**src/rtl/regfile_2r1w_pkg.sv**
```systemverilog
// regfile_2r1w_pkg: shared defaults for the two-read one-write register file.
package regfile_2r1w_pkg;
  localparam int DATA_W_DEF = 32;
  localparam int ADDR_W_DEF = 5;
  localparam int ZERO_ADDR  = 0;
endpackage

```
**src/rtl/regfile_2r1w_reg_word.sv**
```systemverilog
// reg_word: one enabled storage word with asynchronous active-low clear.
module reg_word #(
  parameter int DATA_W = 32
) (
  input  logic              clk,
  input  logic              rst_n,
  input  logic              en,
  input  logic [DATA_W-1:0] d,
  output logic [DATA_W-1:0] q
);
  logic [DATA_W-1:0] word_q;
  always_ff @(posedge clk or negedge rst_n)
    if (!rst_n) word_q <= '0;
    else if (en) word_q <= d;
  assign q = word_q;
endmodule

```
**src/rtl/regfile_2r1w.sv**
```systemverilog
// regfile_2r1w: register file with two registered read ports, one write port,
// a hardwired-zero register 0 and write-first bypass on read/write collision.
module regfile_2r1w
  import regfile_2r1w_pkg::*;
#(
  parameter int DATA_W = DATA_W_DEF,
  parameter int ADDR_W = ADDR_W_DEF
) (
  input  logic              clk,
  input  logic              rst_n,
  input  logic              we,
  input  logic [ADDR_W-1:0] waddr,
  input  logic [DATA_W-1:0] wdata,
  input  logic              re_a,
  input  logic [ADDR_W-1:0] raddr_a,
  output logic [DATA_W-1:0] rdata_a,
  output logic              rvalid_a,
  input  logic              re_b,
  input  logic [ADDR_W-1:0] raddr_b,
  output logic [DATA_W-1:0] rdata_b,
  output logic              rvalid_b
);
  localparam int DEPTH = 2 ** ADDR_W;
  localparam logic [ADDR_W-1:0] ZERO = ADDR_W'(ZERO_ADDR);
  logic [DEPTH-1:0][DATA_W-1:0] words;
  logic [DATA_W-1:0] rdata_a_d, rdata_b_d, rdata_a_q, rdata_b_q;
  logic rvalid_a_q, rvalid_b_q;
  assign words[0] = '0;
  for (genvar g = 1; g < DEPTH; g++) begin : g_word
    reg_word #(.DATA_W(DATA_W)) u_word (
      .clk  (clk),
      .rst_n(rst_n),
      .en   (we && waddr == ADDR_W'(g)),
      .d    (wdata),
      .q    (words[g])
    );
  end
  // Bypass returns the word being written this edge; address 0 always reads the stored zero.
  always_comb begin
    rdata_a_d = (we && waddr == raddr_a && raddr_a != ZERO) ? wdata : words[raddr_a];
    rdata_b_d = (we && waddr == raddr_b && raddr_b != ZERO) ? wdata : words[raddr_b];
  end
  always_ff @(posedge clk or negedge rst_n)
    if (!rst_n) begin
      rdata_a_q  <= '0;
      rdata_b_q  <= '0;
      rvalid_a_q <= 1'b0;
      rvalid_b_q <= 1'b0;
    end else begin
      rvalid_a_q <= re_a;
      rvalid_b_q <= re_b;
      if (re_a) rdata_a_q <= rdata_a_d;
      if (re_b) rdata_b_q <= rdata_b_d;
    end
  assign rdata_a  = rdata_a_q;
  assign rdata_b  = rdata_b_q;
  assign rvalid_a = rvalid_a_q;
  assign rvalid_b = rvalid_b_q;
endmodule
```
**config.mk**
```make
export PLATFORM = sky130hd
export DESIGN_NAME = regfile_2r1w
export DESIGN_NICKNAME = d
export VERILOG_FILES = /design/src/rtl/regfile_2r1w_pkg.sv /design/src/rtl/regfile_2r1w_reg_word.sv /design/src/rtl/regfile_2r1w.sv
export SDC_FILE = /design/constraint.sdc
export NUM_CORES = 2
export LEC_CHECK = 0
export CAP_MARGIN = 0
export CORE_ASPECT_RATIO = 0.75
export CORE_MARGIN = 8
export CORE_UTILIZATION = 30
export DETAILED_ROUTE_END_ITERATION = 10
export GPL_ROUTABILITY_DRIVEN = 0
export PLACE_DENSITY_LB_ADDON = 0.15
export SKIP_LAST_GASP = 1
export SLEW_MARGIN = 15
export SYNTH_ARGS = -nofsm -noshare
export SYNTH_HDL_FRONTEND = slang
export SYNTH_SLANG_ARGS = --single-unit
```
**constraint.sdc**
```tcl
create_clock -name clk -period 3.95 [get_ports clk]
set_input_delay 1.185 -clock clk [delete_from_list [all_inputs] [get_ports clk]]
set_output_delay 1.185 -clock clk [all_outputs]
set_load 0.05 [all_outputs]
```
==> flow_metrics.py <==
metrics = {
    "placement": {
        "dpl.cell_count": 6259,
        "dp_hpwl_mm": 130,
        "placed_area_mm2": 0.0616,
        "port_buffers": 117,
        "place_ws_ns": 0.259,
    },
    "setup_path": {
        "worstPathMaxFanout": 2,
        "crit_type": "reg2out",
        "crit_buf_inv": 1,
        "slowest_delay_ns": 0.88,
        "worstPathCellList": "clkdlybuf4s50_1",
        "end_kind": "output port",
        "crit_slowest_cell": "clkdlybuf4s50_1",
        "cp.required_ns": 2.76,
        "arrival_ns": 2.17,
        "setup.worst_path.start_class": "flop",
        "crit_family": "buffers and inverters",
    },
    "drt": {
        "final_antenna_net_count": 0,
        "vias": 36200,
        "drt_iter0_drc": 3000,
        "routed_via_density": 5.59,
        "drtPass1Iterations": 5,
        "drc_errors": 0,
        "wl_per_cell_um": 32.9,
        "wl_mm": 213,
    },
    "logic_synthesis": {
        "yosys.area.top_type": "dfrtp_1",
        "synth_compound_area_share_pct": 5.21,
        "synth-simple-area-share_pct": 2.83,
        "synth_edf_count": 0,
        "synth_async_sr_flop_share_pct": 100,
        "synthXorXnorAreaFrac_pct": 0.125,
        "yosysSeqAreaShare_pct": 47.4,
        "synth_area_mm2": 0.0558,
        "syn_nets": 3830,
        "synthTopCellsByArea": "dfrtp_1, mux2_2, mux4_2, clkbuf_1, mux2i_1",
        "muxShareOfSynthArea_pct": 41.0,
        "synth.ff_latch_count": 1058,
        "syn_inst": 3778,
        "ys_types": 56,
        "avgSynthCellArea_um2": 14.8,
        "synthAdderAreaFrac_pct": 0,
        "synth_top_area_share_pct": 47.4,
        "ys_warn_count": 0,
        "synth_ff_type": "dfrtp_1",
        "synth_top_family_by_area": "multiplexers",
    },
    "power": {
        "p_clk_share_pct": 35.5,
        "leakage_nw": 27.7,
        "p_per_area_mw_per_mm2": 508,
        "p_switching_mw": 9.40,
        "power_frac_comb_pct": 21.0,
        "power.share.switching_pct": 28.2,
        "seq_power_share_pct": 43.5,
        "cellInternalPower_mw": 24.0,
        "ir_drop_mv": 0.354,
    },
    "clocking": {
        "clk_latency_ns": 0.76,
        "clock_path_buffers": 3,
        "cts_tree": "yes",
        "cts_buffers": 115,
        "clkTransAtPathRegs_ns": 0.07,
        "root_buffer": "clkbuf_16",
        "htreeDepth": 3,
        "clkSinkCount": 1058,
        "postCtsResizedCells": 0,
        "cts_hold_buf": 0,
        "post-cts-setup-buffer-count": 0,
    },
    "global_routing": {
        "grt_max_degree": 132,
        "grt-ovfl-total": 0,
        "antenna_found_initial": 9,
        "grt.total_usage_pct": 21.0,
        "grt_pass1_vias": 37400,
        "grt_pass1_wl_mm": 305,
    },
    "floorplan": {
        "die-area_mm2": 0.200,
        "die_h_um": 390,
        "io_pins": 118,
        "row_count": 137,
        "core-area_mm2": 0.185,
        "start_util_pct": 30.1,
        "fp.dieW_um": 514,
    },
    "timing": {
        "fin_worst_skew_ns": 0.0239,
        "finalSetupTns_ns": 0,
        "max_freq_mhz": 298,
        "finalHoldViolations": 0,
        "setup_viol": 0,
        "maxSlewHeadroom_pct": 19.9,
        "finalCritPeriodShare_pct": 85.1,
        "period_minus_slack_ns": 3.36,
        "tightest_slew_ns": 1.20,
        "slew_viol_final": 0,
        "worst_slack_ns": 0.590,
        "rsz0062_at_grt": "no",
    },
    "final_layout": {
        "instances_no_fill": 6478,
        "final_core_util_pct": 35.4,
        "mostFrequentLayoutCell": "mux2_2",
        "drive_above_1_share_pct": 51.9,
        "nNetsFinal": 3926,
        "most-common-layout-cells": "mux2_2, dfrtp_1, mux4_2, buf_4, clkbuf_16",
        "area_delta_synth_final_pct": 17.6,
        "fin_area_mm2": 0.0657,
        "fillers": 17900,
    },
    "flow_run": {
        "maxCapViolations": 0,
    },
    "min_path": {
        "hp-class": "in2async",
    },
    "status": {
        "status": "complete, no violations",
    },
}
-- Yosys cell counts, types with 5 or more instances --
cell and instances:
nor2_1 32, a22oi_1 22, mux2_1 12, a221oi_1 12, inv_1 7, a2111oi_0 22, o211ai_1 18, a221o_1 25
a21oi_1 25, a31oi_1 8, xnor2_1 5, buf_1 60, buf_4 27, o22ai_1 60, buf_6 15, o221ai_1 26
mux4_2 435, o2111a_1 13, nand2b_1 5, mux2i_1 67, o21ai_0 8, nand2_1 95, buf_2 82, a311o_1 22
a22o_1 24, nor2b_1 61, and3_1 16, mux2_2 1093, nor3_1 14, a211oi_1 43, clkbuf_1 231, a211o_1 14
nand3_1 63, nor4_1 8, o22a_1 13, dfrtp_1 1058
-- power groups by stage --
| stage | combinational (mW) | sequential, mW | clock, mW |
|---|---|---|---|
| after floorplan | 4.79 | 14.4 | 0 |
| after global placement | 6.96 | 14.6 | 0 |
| after detailed placement | 7.06 | 14.7 | 0 |
| after CTS | 7.08 | 14.5 | 12.2 |
| after global routing | 7.49 | 14.8 | 12.6 |
| final | 7.01 | 14.5 | 11.9 |
-- worst register-to-register path, delay by kind of cell, from the launching register on --
family / cells / cell delay, ns
flip-flops: 1 / 0.40
multiplexers: 2 / 1.00
AO/OA/AOI/OAI: 2 / 0.63
-- sequential cells by signal (all words and copies together) (netlist names) --
name	flops
rdata_b	32
g_word.u_word.q	992
rvalid_b	1
rdata_a	32
rvalid_a	1
-- layer usage --
metal  GRT usage (%)  up-vias  routed length [µm]
met4            4.84        0                5130
li1                -    14900                   -
met2            32.6      978               97200
met1            30.8    20100              101000
met3            3.35      267               10200
met5               0        -                   0
-- cell type report --
type                    count  area, µm²  share of cell area, %
diodes                      3       7.51                 0.0114
clock buffers             171       3440                   5.24
clock inverters            45        644                  0.981
inverters                   7       27.5                 0.0419
multi-input cells        2298      27800                   42.3
flip-flops and latches   1058      26500                   40.3
well taps                2502       3130                   4.77
repair buffers            394       4180                   6.36
-- path summary, 6_finish.rpt --
kind | cells after the start | startpoint | to | slack [ns]
setup / recovery | 1 | rdata_b[7] | rdata_b[7] | 0.59
hold / removal | 1 | rst_n | g_word[13].u_word.q[23] | 0.36
setup reg to reg | 4 | g_word[10].u_word.q[21] | rdata_a[21] | 1.81
hold reg to reg | 1 | rdata_a[31] | rdata_a[31] | 0.49
max in group asynchronous | 2 | rst_n | g_word[23].u_word.q[5] | 2.30
min in group clk | 1 | rdata_a[31] | rdata_a[31] | 0.49
-- per-stage QoR --
step / hold WS (ns) / power (mW)
2_1_floorplan: 0.470 / 19.2
3_3_place_gp: 0.480 / 21.6
3_5_place_dp: 0.482 / 21.7
4_1_cts: 0.323 / 33.7
5_1_grt: 0.335 / 34.9
6_report: 0.356 / 33.4
-- cell families (layout without fill, tap and decap cells) --
logic type | Yosys count | after routing
AO/OA/AOI/OAI | 367 | 367
AND/OR/NAND/NOR | 316 | 316
multiplexers | 1607 | 1607
buffers and inverters | 422 | 617
XOR/XNOR | 8 | 8
other | 0 | 3
flip-flops | 1058 | 1058
Note: power is estimated with default switching activity, not from simulation.
